## config.mk

```make
export PLATFORM = sky130hd
export DESIGN_NAME = capture_sequencer
export DESIGN_NICKNAME = d
export VERILOG_FILES = /design/src/rtl/la_pkg.sv /design/src/rtl/la_prescaler.sv /design/src/rtl/capture_sequencer.sv
export SDC_FILE = /design/constraint.sdc
export NUM_CORES = 1
export LEC_CHECK = 0
export ABC_CLOCK_PERIOD_IN_PS = 3800
export BUFFER_PORTS_ARGS = -buffer_cell sky130_fd_sc_hd__buf_4
export CORE_ASPECT_RATIO = 1.5
export CORE_UTILIZATION = 52
export CTS_CLUSTER_DIAMETER = 200
export CTS_CLUSTER_SIZE = 40
export DETAILED_ROUTE_END_ITERATION = 8
export PLACE_DENSITY_LB_ADDON = 0.05
export SYNTH_ARGS = -nofsm -noshare
export SYNTH_HDL_FRONTEND = slang
export SYNTH_HIERARCHICAL = 1
export SYNTH_SLANG_ARGS = --single-unit
```

## constraint.sdc

```tcl
create_clock -name clk -period 3.8 [get_ports clk]
set_clock_uncertainty 0.05 [all_clocks]
set_input_delay 0.57 -clock clk [delete_from_list [all_inputs] [get_ports clk]]
set_output_delay 0.57 -clock clk [all_outputs]
set_load 0.02 [all_outputs]
```

## src/rtl/la_pkg.sv

```systemverilog
// la_pkg: shared types and constants for the logic-analyzer capture path.
// Rev 1.0
`default_nettype none

package la_pkg;

   localparam int unsigned PRESC_W      = 29;
   localparam int unsigned CHANNELS_DEF = 16;

   typedef enum logic [1:0] {
      TK_NONE    = 2'b00,
      TK_RISING  = 2'b01,
      TK_FALLING = 2'b10,
      TK_BOTH    = 2'b11
   } trig_kind_e;

   typedef enum logic [2:0] {
      CS_IDLE      = 3'd0,
      CS_FILL      = 3'd1,
      CS_WAIT_TRIG = 3'd2,
      CS_POST      = 3'd3,
      CS_DONE      = 3'd4
   } capseq_state_e;

   function automatic logic kind_hit(input logic [1:0] kind, input logic rise, input logic fall);
      return (kind[0] & rise) | (kind[1] & fall);
   endfunction

endpackage

`default_nettype wire

```

## src/rtl/la_prescaler.sv

```systemverilog
// la_prescaler: sample-strobe generator; the division factor is latched on load (0 treated as 1).
// Rev 1.0
`default_nettype none

module la_prescaler
   import la_pkg::*;
#(
   parameter int unsigned W = PRESC_W
) (
   input  logic         clk,
   input  logic         rst,
   input  logic         run_i,
   input  logic         load_i,
   input  logic [W-1:0] pf_i,
   output logic         strobe_o
);

   logic [W-1:0] pf_q;
   logic [W-1:0] cnt_q;
   logic         at_end;

   assign at_end   = (cnt_q == (pf_q - W'(1)));
   assign strobe_o = run_i & at_end;

   always_ff @(posedge clk) begin
      if (rst) begin
         pf_q  <= '0;
         cnt_q <= '0;
      end else if (load_i) begin
         pf_q  <= (pf_i == '0) ? W'(1) : pf_i;
         cnt_q <= '0;
      end else if (run_i) begin
         cnt_q <= at_end ? '0 : (cnt_q + W'(1));
      end
   end

endmodule

`default_nettype wire

```

## src/rtl/capture_sequencer.sv

```systemverilog
// capture_sequencer: one acquisition -- prescaled sampling, per-channel edge trigger, ring-buffer writes.
// Rev 1.0. Define CAPSEQ_TIMEOUT_EN to add the forced-trigger timeout in WAIT_TRIG.
`default_nettype none

module capture_sequencer
   import la_pkg::*;
#(
   parameter int unsigned CHANNELS = CHANNELS_DEF,
   parameter int unsigned DEPTH    = 1024,
   parameter int unsigned PRETRIG  = 256,
   parameter int unsigned TIMEOUT  = 65535
) (
   input  logic                       clk,
   input  logic                       rst,
   input  logic [PRESC_W-1:0]         prescaling_factor,
   input  logic [2*CHANNELS-1:0]      trigger_kind,
   input  logic [CHANNELS-1:0]        probes,
   input  logic                       arm,
   input  logic                       abort,
   input  logic                       dump_ack,
   output logic                       wr_en,
   output logic [$clog2(DEPTH)-1:0]   wr_addr,
   output logic [CHANNELS-1:0]        wr_data,
   output logic                       busy,
   output logic                       capture_done,
   output logic [$clog2(DEPTH)-1:0]   trig_addr,
   output logic                       trig_forced
);

   localparam int unsigned AW = $clog2(DEPTH);

   localparam logic [2:0] ST_IDLE = CS_IDLE;
   localparam logic [2:0] ST_FILL = CS_FILL;
   localparam logic [2:0] ST_WAIT = CS_WAIT_TRIG;
   localparam logic [2:0] ST_POST = CS_POST;
   localparam logic [2:0] ST_DONE = CS_DONE;

   localparam bit          PRE_NONE  = (PRETRIG == 0);
   localparam bit          ONE_POST  = ((DEPTH - PRETRIG) == 1);
   localparam logic [AW-1:0] PRE_LAST  = PRE_NONE ? '0 : AW'(PRETRIG - 1);
   localparam logic [AW:0]   POST_LAST = (AW+1)'(DEPTH - PRETRIG - 1);

   logic [2:0]            state_q, state_d;
   logic [2*CHANNELS-1:0] kind_q;
   logic [CHANNELS-1:0]   cur_q;
   logic                  have_prev_q;
   logic [AW-1:0]         addr_q;
   logic [AW-1:0]         fill_cnt_q;
   logic [AW:0]           post_cnt_q;
   logic                  wr_en_q;
   logic [AW-1:0]         wr_addr_q;
   logic [CHANNELS-1:0]   wr_data_q;
   logic [AW-1:0]         trig_addr_q;

   logic                  arm_go, run, strobe, take;
   logic                  free_run, edge_trig, force_trig, trig, fill_last;
   logic [CHANNELS-1:0]   hit;

   assign arm_go    = (state_q == ST_IDLE) & arm & ~abort;
   assign run       = (state_q == ST_FILL) | (state_q == ST_WAIT) | (state_q == ST_POST);
   assign take      = strobe & ~abort;
   assign fill_last = PRE_NONE | (fill_cnt_q == PRE_LAST);

   la_prescaler #(.W(PRESC_W)) u_presc (
      .clk      (clk),
      .rst      (rst),
      .run_i    (run),
      .load_i   (arm_go),
      .pf_i     (prescaling_factor),
      .strobe_o (strobe)
   );

   // cur_q is still the previous sample here; probes is the sample being taken this strobe.
   always_comb begin
      free_run = 1'b1;
      hit      = '0;
      for (int i = 0; i < CHANNELS; i++) begin
         hit[i] = kind_hit(kind_q[2*i +: 2], ~cur_q[i] & probes[i], cur_q[i] & ~probes[i]);
         if (kind_q[2*i +: 2] != TK_NONE) free_run = 1'b0;
      end
      edge_trig = have_prev_q & (free_run | (|hit));
   end

`ifdef CAPSEQ_TIMEOUT_EN
   localparam int unsigned TW = (TIMEOUT < 1) ? 1 : $clog2(TIMEOUT + 1);

   logic [TW-1:0] to_cnt_q;
   logic          trig_forced_q;

   assign force_trig = (to_cnt_q == TW'(TIMEOUT));

   always_ff @(posedge clk) begin
      if (rst || arm_go) begin
         to_cnt_q      <= '0;
         trig_forced_q <= 1'b0;
      end else if ((state_q == ST_WAIT) && take) begin
         if (trig) trig_forced_q <= ~edge_trig;
         else      to_cnt_q      <= to_cnt_q + TW'(1);
      end
   end

   assign trig_forced = trig_forced_q;
`else
   logic unused_timeout;
   assign unused_timeout = (TIMEOUT != 0);
   assign force_trig     = 1'b0;
   assign trig_forced    = 1'b0;
`endif

   assign trig = edge_trig | force_trig;

   always_comb begin
      state_d = state_q;
      case (state_q)
         ST_IDLE: if (arm_go) state_d = ST_FILL;
         ST_FILL: if (strobe && fill_last) state_d = ST_WAIT;
         ST_WAIT: if (strobe && trig) state_d = ONE_POST ? ST_DONE : ST_POST;
         ST_POST: if (strobe && (post_cnt_q == POST_LAST)) state_d = ST_DONE;
         ST_DONE: if (dump_ack) state_d = ST_IDLE;
         default: state_d = ST_IDLE;
      endcase
      if (abort) state_d = ST_IDLE;
   end

   always_ff @(posedge clk) begin
      if (rst) begin
         state_q     <= ST_IDLE;
         kind_q      <= '0;
         cur_q       <= '0;
         have_prev_q <= 1'b0;
         addr_q      <= '0;
         fill_cnt_q  <= '0;
         post_cnt_q  <= '0;
         wr_en_q     <= 1'b0;
         wr_addr_q   <= '0;
         wr_data_q   <= '0;
         trig_addr_q <= '0;
      end else begin
         state_q <= state_d;
         wr_en_q <= 1'b0;
         if (arm_go) begin
            kind_q      <= trigger_kind;
            cur_q       <= '0;
            have_prev_q <= 1'b0;
            addr_q      <= '0;
            fill_cnt_q  <= '0;
            post_cnt_q  <= '0;
            wr_addr_q   <= '0;
            trig_addr_q <= '0;
         end else if (take) begin
            cur_q       <= probes;
            have_prev_q <= 1'b1;
            wr_en_q     <= 1'b1;
            wr_addr_q   <= addr_q;
            wr_data_q   <= probes;
            addr_q      <= addr_q + AW'(1);
            if (state_q == ST_FILL) fill_cnt_q <= fill_cnt_q + AW'(1);
            if ((state_q == ST_WAIT) && trig) begin
               trig_addr_q <= addr_q;
               post_cnt_q  <= (AW+1)'(1);
            end
            if (state_q == ST_POST) post_cnt_q <= post_cnt_q + (AW+1)'(1);
         end
      end
   end

   assign wr_en        = wr_en_q;
   assign wr_addr      = wr_addr_q;
   assign wr_data      = wr_data_q;
   assign trig_addr    = trig_addr_q;
   assign busy         = (state_q != ST_IDLE);
   assign capture_done = (state_q == ST_DONE);

endmodule

`default_nettype wire

```

# Word level (Yosys, flattened, before mapping)
# Index checks and enable logic that the tools add are counted.
dict set report classes {
  n_addsub 5
  n_eq_ne 12
  muxes 27
  n_bitwise 122
  n_reduce_logical 32
}
# op count
set ops {}
lappend ops {{bitwise AND 1 bit} 69}
lappend ops {{2-to-1 mux 29 bit} 2}
lappend ops {{NOT 1 bit} 34}
lappend ops {{nonzero test 2 bit} 17}
lappend ops {{adder 29 x 1 -> 29 bit (second input constant)} 1}
lappend ops {{equality test 29 bit} 1}
lappend ops {{logical NOT 29 bit} 1}
lappend ops {{subtractor 29 x 1 -> 29 bit (second input constant)} 1}
lappend ops {{2-to-1 mux 11 bit} 2}
lappend ops {{adder 10 x 1 -> 10 bit (second input constant)} 2}
lappend ops {{OR 1 bit} 19}
lappend ops {{2-to-1 mux 1 bit} 17}
lappend ops {{OR reduction 16 bit} 1}
lappend ops {{2-to-1 mux 3 bit} 5}
lappend ops {{case mux 3 bit (5 select lines)} 1}
lappend ops {{adder 11 x 1 -> 11 bit (second input constant)} 1}
lappend ops {{equality test 11 x 10 -> 1 bit (second input constant)} 1}
lappend ops {{equality test 10 x 8 -> 1 bit (second input constant)} 1}
lappend ops {{inequality test 2 bit (second input constant)} 5}
lappend ops {{AND reduction 2 bit} 4}
lappend ops {{equality test 3 x 2 -> 1 bit (second input constant)} 2}
lappend ops {{AND reduction 5 bit} 1}
lappend ops {{logical AND 1 bit} 4}
lappend ops {{OR reduction 2 bit} 2}
lappend ops {{other kinds (4)} 4}
dict set report word_totals {
  register_bits 178
  word_cells 211
}

# Depth between registers and ports, before layout
dict set report depth {
  word_depth 22
  depth_mapped 17
  mapped_depth_nobuf 15
}

# Cells and area by module
# Netlist, hierarchy kept.
# module n_inst cells_per_inst area_each_um2
set modules_own_cells {}
lappend modules_own_cells {capture_sequencer 1 614 4907.2}
lappend modules_own_cells {la_prescaler 1 387 3455.8}

# Worst setup path before layout
# OpenSTA, ideal clock, no wires.
dict set report synth_timing {
  kind {flip-flop to flip-flop}
  start {register u_presc.pf_q[0]}
  end {register fill_cnt_q[9]}
  setup_ns 0.128
  arrival_ns 3.722
  t_required_ns 3.622
  path_slack_ns -0.100
  stages_incl_launch_ff 18
  n_path_buf 2
  period_less_slack_ns 3.900
  path_cell_list {dfxtp_1 -> inv_1 -> ha_1 -> nor4b_4 -> nand3_2 -> nor4_1 -> nand2_1 -> xnor2_1 -> a211o_1 -> nor4_1 -> nor2b_1 -> buf_2 -> and3_1 -> buf_2 -> and4_1 -> nand4_1 -> xor2_1 -> nor2_1}
}
dict set report synth_via {
  elab_chain_len 5
}
# element line_no
set synth_lines {}
lappend synth_lines {{start: declaration} la_prescaler.sv:18} ;# logic [W-1:0] pf_q;
lappend synth_lines {{start signal: assignment} la_prescaler.sv:30} ;# pf_q <= (pf_i == '0) ? W'(1) : pf_i;
lappend synth_lines {{subtractor 29 x 1 -> 29 bit} la_prescaler.sv:22} ;# assign at_end = (cnt_q == (pf_q - W'(1)));
lappend synth_lines {{equality test 29 bit} la_prescaler.sv:22}
lappend synth_lines {{bitwise AND 1 bit} la_prescaler.sv:23} ;# assign strobe_o = run_i & at_end;
lappend synth_lines {{named net strobe} capture_sequencer.sv:55} ;# logic arm_go, run, strobe, take;
lappend synth_lines {{bitwise AND 1 bit} capture_sequencer.sv:61} ;# assign take = strobe & ~abort;
lappend synth_lines {{AND reduction 2 bit (no line)} n/a}
lappend synth_lines {{end signal: assignment} capture_sequencer.sv:157} ;# if (state_q == ST_FILL) fill_cnt_q <= fill_cnt_q + AW'(1);
lappend synth_lines {{end: declaration} capture_sequencer.sv:48} ;# logic [AW-1:0] fill_cnt_q;
# The timed path passes the listed nets, and every way through them passes these cells.
# A chain may end at the register's enable or synchronous reset.

# Worst setup path in the final report
dict set report layout_timing {
  start {register u_presc.pf_q[0]}
  end {register addr_q[7]}
}
dict set report layout_via {
  elab_chain_len 4
}
# element line_no
set layout_lines {}
lappend layout_lines {{subtractor 29 x 1 -> 29 bit} la_prescaler.sv:22}
lappend layout_lines {{equality test 29 bit} la_prescaler.sv:22}
lappend layout_lines {{bitwise AND 1 bit} la_prescaler.sv:23}
lappend layout_lines {{named net strobe} capture_sequencer.sv:55}
lappend layout_lines {{bitwise AND 1 bit} capture_sequencer.sv:61}
lappend layout_lines {{end signal: assignment} capture_sequencer.sv:156} ;# addr_q <= addr_q + AW'(1);
lappend layout_lines {{end: declaration} capture_sequencer.sv:47} ;# logic [AW-1:0] addr_q;
# The timed path passes the listed nets, and every way through them passes these cells.

==> impl_metrics.toml <==
[setup_path]
startpoint_type = "register"
reg2reg_depth = 15
endpoint = "addr_q[7]"
worst-path-max-fanout = 6
startpoint = "u_presc/pf_q[0]"
r2r-end = "addr_q[7]"
r2r-start = "u_presc/pf_q[0]"
crit_type = "register to register"
worstPathArrival_ns = 3.91
critPathCaptureType = "register"
required_ns = 4.10
ff2ff_setup_slack_ns = 0.19

[synthesis]
synthDistinctLibCells = 77
ys.warnings.count = 6
synth_edf_count = 0
syn_inst = 1001
ys_seq_elements = 178
ys_seq_area_frac = 0.426
synthesis.nets = 1088
synthFlopType = "dfxtp_1"
syn_area_per_cell_sq_um = 8.35
ys_async_sr_fraction = 0
syn-cell-area_sq_um = 8360

[global_routing]
grt-busiest-layer = "met2"
met3_usage = 0.0398
grt_max_degree = 57
globalRouteMet2Util = 0.474
use_met1 = 0.300
grt-ovfl-total = 0
grtUsageTotal = 0.266
grt_pass1_vias = 6989
antenna_found_initial = 0
grt_pass1_wl_mm = 34.4

[timing]
relSlewSlack = 0.431
fin_ws_ns = 0.191
worstMarginPinSlew_ns = 0.854
fin_crit_sh = 0.950
hold_slack_ns = 0.300
max_freq_mhz = 277
hold_viol_final = 0
layout_min_cycle_time_ns = 3.61
finalSetupTns_ns = 0
setup_viol = 0
rsz0062_at_grt = "true"
slew_viol_final = 0

[clocking]
cts_tree = "yes"
clock_path_buffers = 2
cts_max_level = 4
hold_buffers = 0
insertion_delay_ns = 0.44
root_buffer = "clkbuf_16"
path_clk_slew_ns = 0.07
cts.sinks = 178
cts_buffers = 17

[die]
std_cell_rows = 56
die_x_um = 106
ios = 122
die_h_um = 157
coreArea_sq_um = 15700
start_util = 0.533
die-area_sq_um = 16600

[placement]
place_area_sq_um = 9570
gp_congestion = 0.896
port-buffer-count = 120
dp_cells = 1307
hpwl_mm = 15.8
preCtsSetupSlack_ns = 0.0536

[layout]
drive_gt1_frac = 0.216
fin_area_sq_um = 10300
final_util = 0.654
antenna_cells = 0
synthToLayoutAreaGrowth_pct = 22.7
finalNonFillerCells = 1340
final_nets = 1211
regArea_sq_um = 3570
multi_input_area_sq_um = 4590
fill_cells = 1421

[power]
power_density_nw_per_um2 = 415
vdd_drop_max_mv = 0.269
p_leak_nw = 3.80
p_total_mw = 4.26

[routing]
totalWireLength_mm = 21.7
vias_per_cell = 5.62
postRouteAntennaNets = 0
drc = 0
vias = 7532
routedWlPerCell_um = 16.2
drtPass1Iterations = 5
drtIter0Drc = 318

[min_path]
hold_path_class = "input pin to register"

[outcome]
status = "completed"

[flow_run]
cap_violations = 0
[synth_stat cells (5+ instances only)]
cell type  instances  area share
nor2_1            69       0.031
a22o_1            27       0.028
or3_1              9      0.0067
a21oi_1           85       0.051
nand3b_1          23       0.021
nand3_1           23       0.014
buf_2              6      0.0036
nand4_1           26       0.019
nor3_1            21       0.013
dfxtp_1          178        0.43
o21ai_0           11      0.0066
xor2_1            48       0.050
inv_1             10      0.0045
nor4_1            26       0.019
nand2_1          218       0.098
ha_1               5      0.0075
nor2_2            22       0.016
and4_1            10       0.010
mux2i_1           14       0.017
xnor2_1           39       0.041
clkbuf_1          34       0.015
buf_6              5      0.0067
and3_1             7      0.0052
[placed cells by master, fill, tap and decap left out, drive strengths merged, types with 5 or more instances in the layout]
cell | synthesis | routed
dfxtp | 178 | 178
nand2 | 218 | 218
nor4 | 28 | 28
clkbuf | 35 | 19
or4 | 5 | 5
buf | 17 | 156
and4 | 10 | 10
xnor2 | 39 | 39
nor2 | 92 | 92
ha | 5 | 5
o21ai | 12 | 12
nand3b | 24 | 24
nand3 | 25 | 25
inv | 10 | 15
or3 | 10 | 10
a21oi | 85 | 85
nand4 | 27 | 27
nor3 | 23 | 23
a22o | 27 | 27
xor2 | 48 | 48
and3 | 8 | 8
mux2i | 14 | 14
[registers in the layout, summed over array words and instances (netlist names)]
name	count
kind_q	32
u_presc/cnt_q	29
u_presc/pf_q	29
cur_q	16
wr_data	16
post_cnt_q	11
addr_q	10
fill_cnt_q	10
trig_addr	10
wr_addr	10
state_q	3
have_prev_q	1
wr_en	1
[cell families (layout without fill, tap and decap cells)]
logic type	count (synthesis)	in the layout	share of synthesized area
flops	178	178	0.426
other cells	1	1	0.000448
mux	15	15	0.0181
compound gates	161	161	0.126
fa+ha+maj	5	5	0.00748
simple gates	491	491	0.296
buf+inv	63	199	0.0347
xor+xnor	87	87	0.0911
[repair_timing]
item / in CTS / in global routing
setup endpoints to repair: 2 / 66
endpoints found under the hold margin: 0 / 0
pin swaps: 0 / 2
buffers inserted: 1 / 0
gates resized for setup: 0 / 18
[worst min-delay path by stage]
stage / from / to / slack (ns) / cells past startpoint
6_report: prescaling_factor[13] / u_presc/pf_q[13] / 0.30 / 2
3_5_place_dp: wr_data[14] / wr_data[14] / 0.40 / 2
5_1_grt: prescaling_factor[13] / u_presc/pf_q[13] / 0.29 / 2
3_3_place_gp: wr_data[1] / wr_data[1] / 0.39 / 2
2_1_floorplan: cur_q[1] / cur_q[1] / 0.39 / 2
4_1_cts: prescaling_factor[13] / u_presc/pf_q[13] / 0.29 / 2
[routing by layer]
layer | wire [um] | vias up
met5 | 0 | -
met4 | 958 | 0
met3 | 990 | 51
met2 | 11200 | 209
met1 | 8460 | 3543
li1 | - | 3729
[power by group]
group | total (mW) | internal [mW] | switching (mW)
clock | 1.83 | 1.05 | 0.780
combinational | 0.492 | 0.222 | 0.270
sequential | 1.94 | 1.90 | 0.0414
total | 4.26 | 3.17 | 1.09
[area by class of cell]
class                           instances  share of cell area
Clock buffer                           19              0.0422
Multi-Input combinational cell        760               0.447
Inverter                               11             0.00402
Timing Repair Buffer                  156               0.117
Clock inverter                         13              0.0169
Sequential cell                       178               0.348
Tap cell                              203              0.0248
[critical path, cell delays in order, from the launching register on]
cell and delay [ns]:
dfxtp_2 0.41, inv_1 0.06, ha_1 0.21, nor4b_4 0.13, buf_4 0.17, nand3_2 0.12
nor2_4 0.05, or4_1 0.48, a311oi_2 0.30, nor2_2 0.11, nor4_4 0.30, nor2b_4 0.25
and4_4 0.25, nand3_2 0.11, or3_1 0.39, a21oi_1 0.14
No activity file was read; power rests on OpenSTA's default activity.
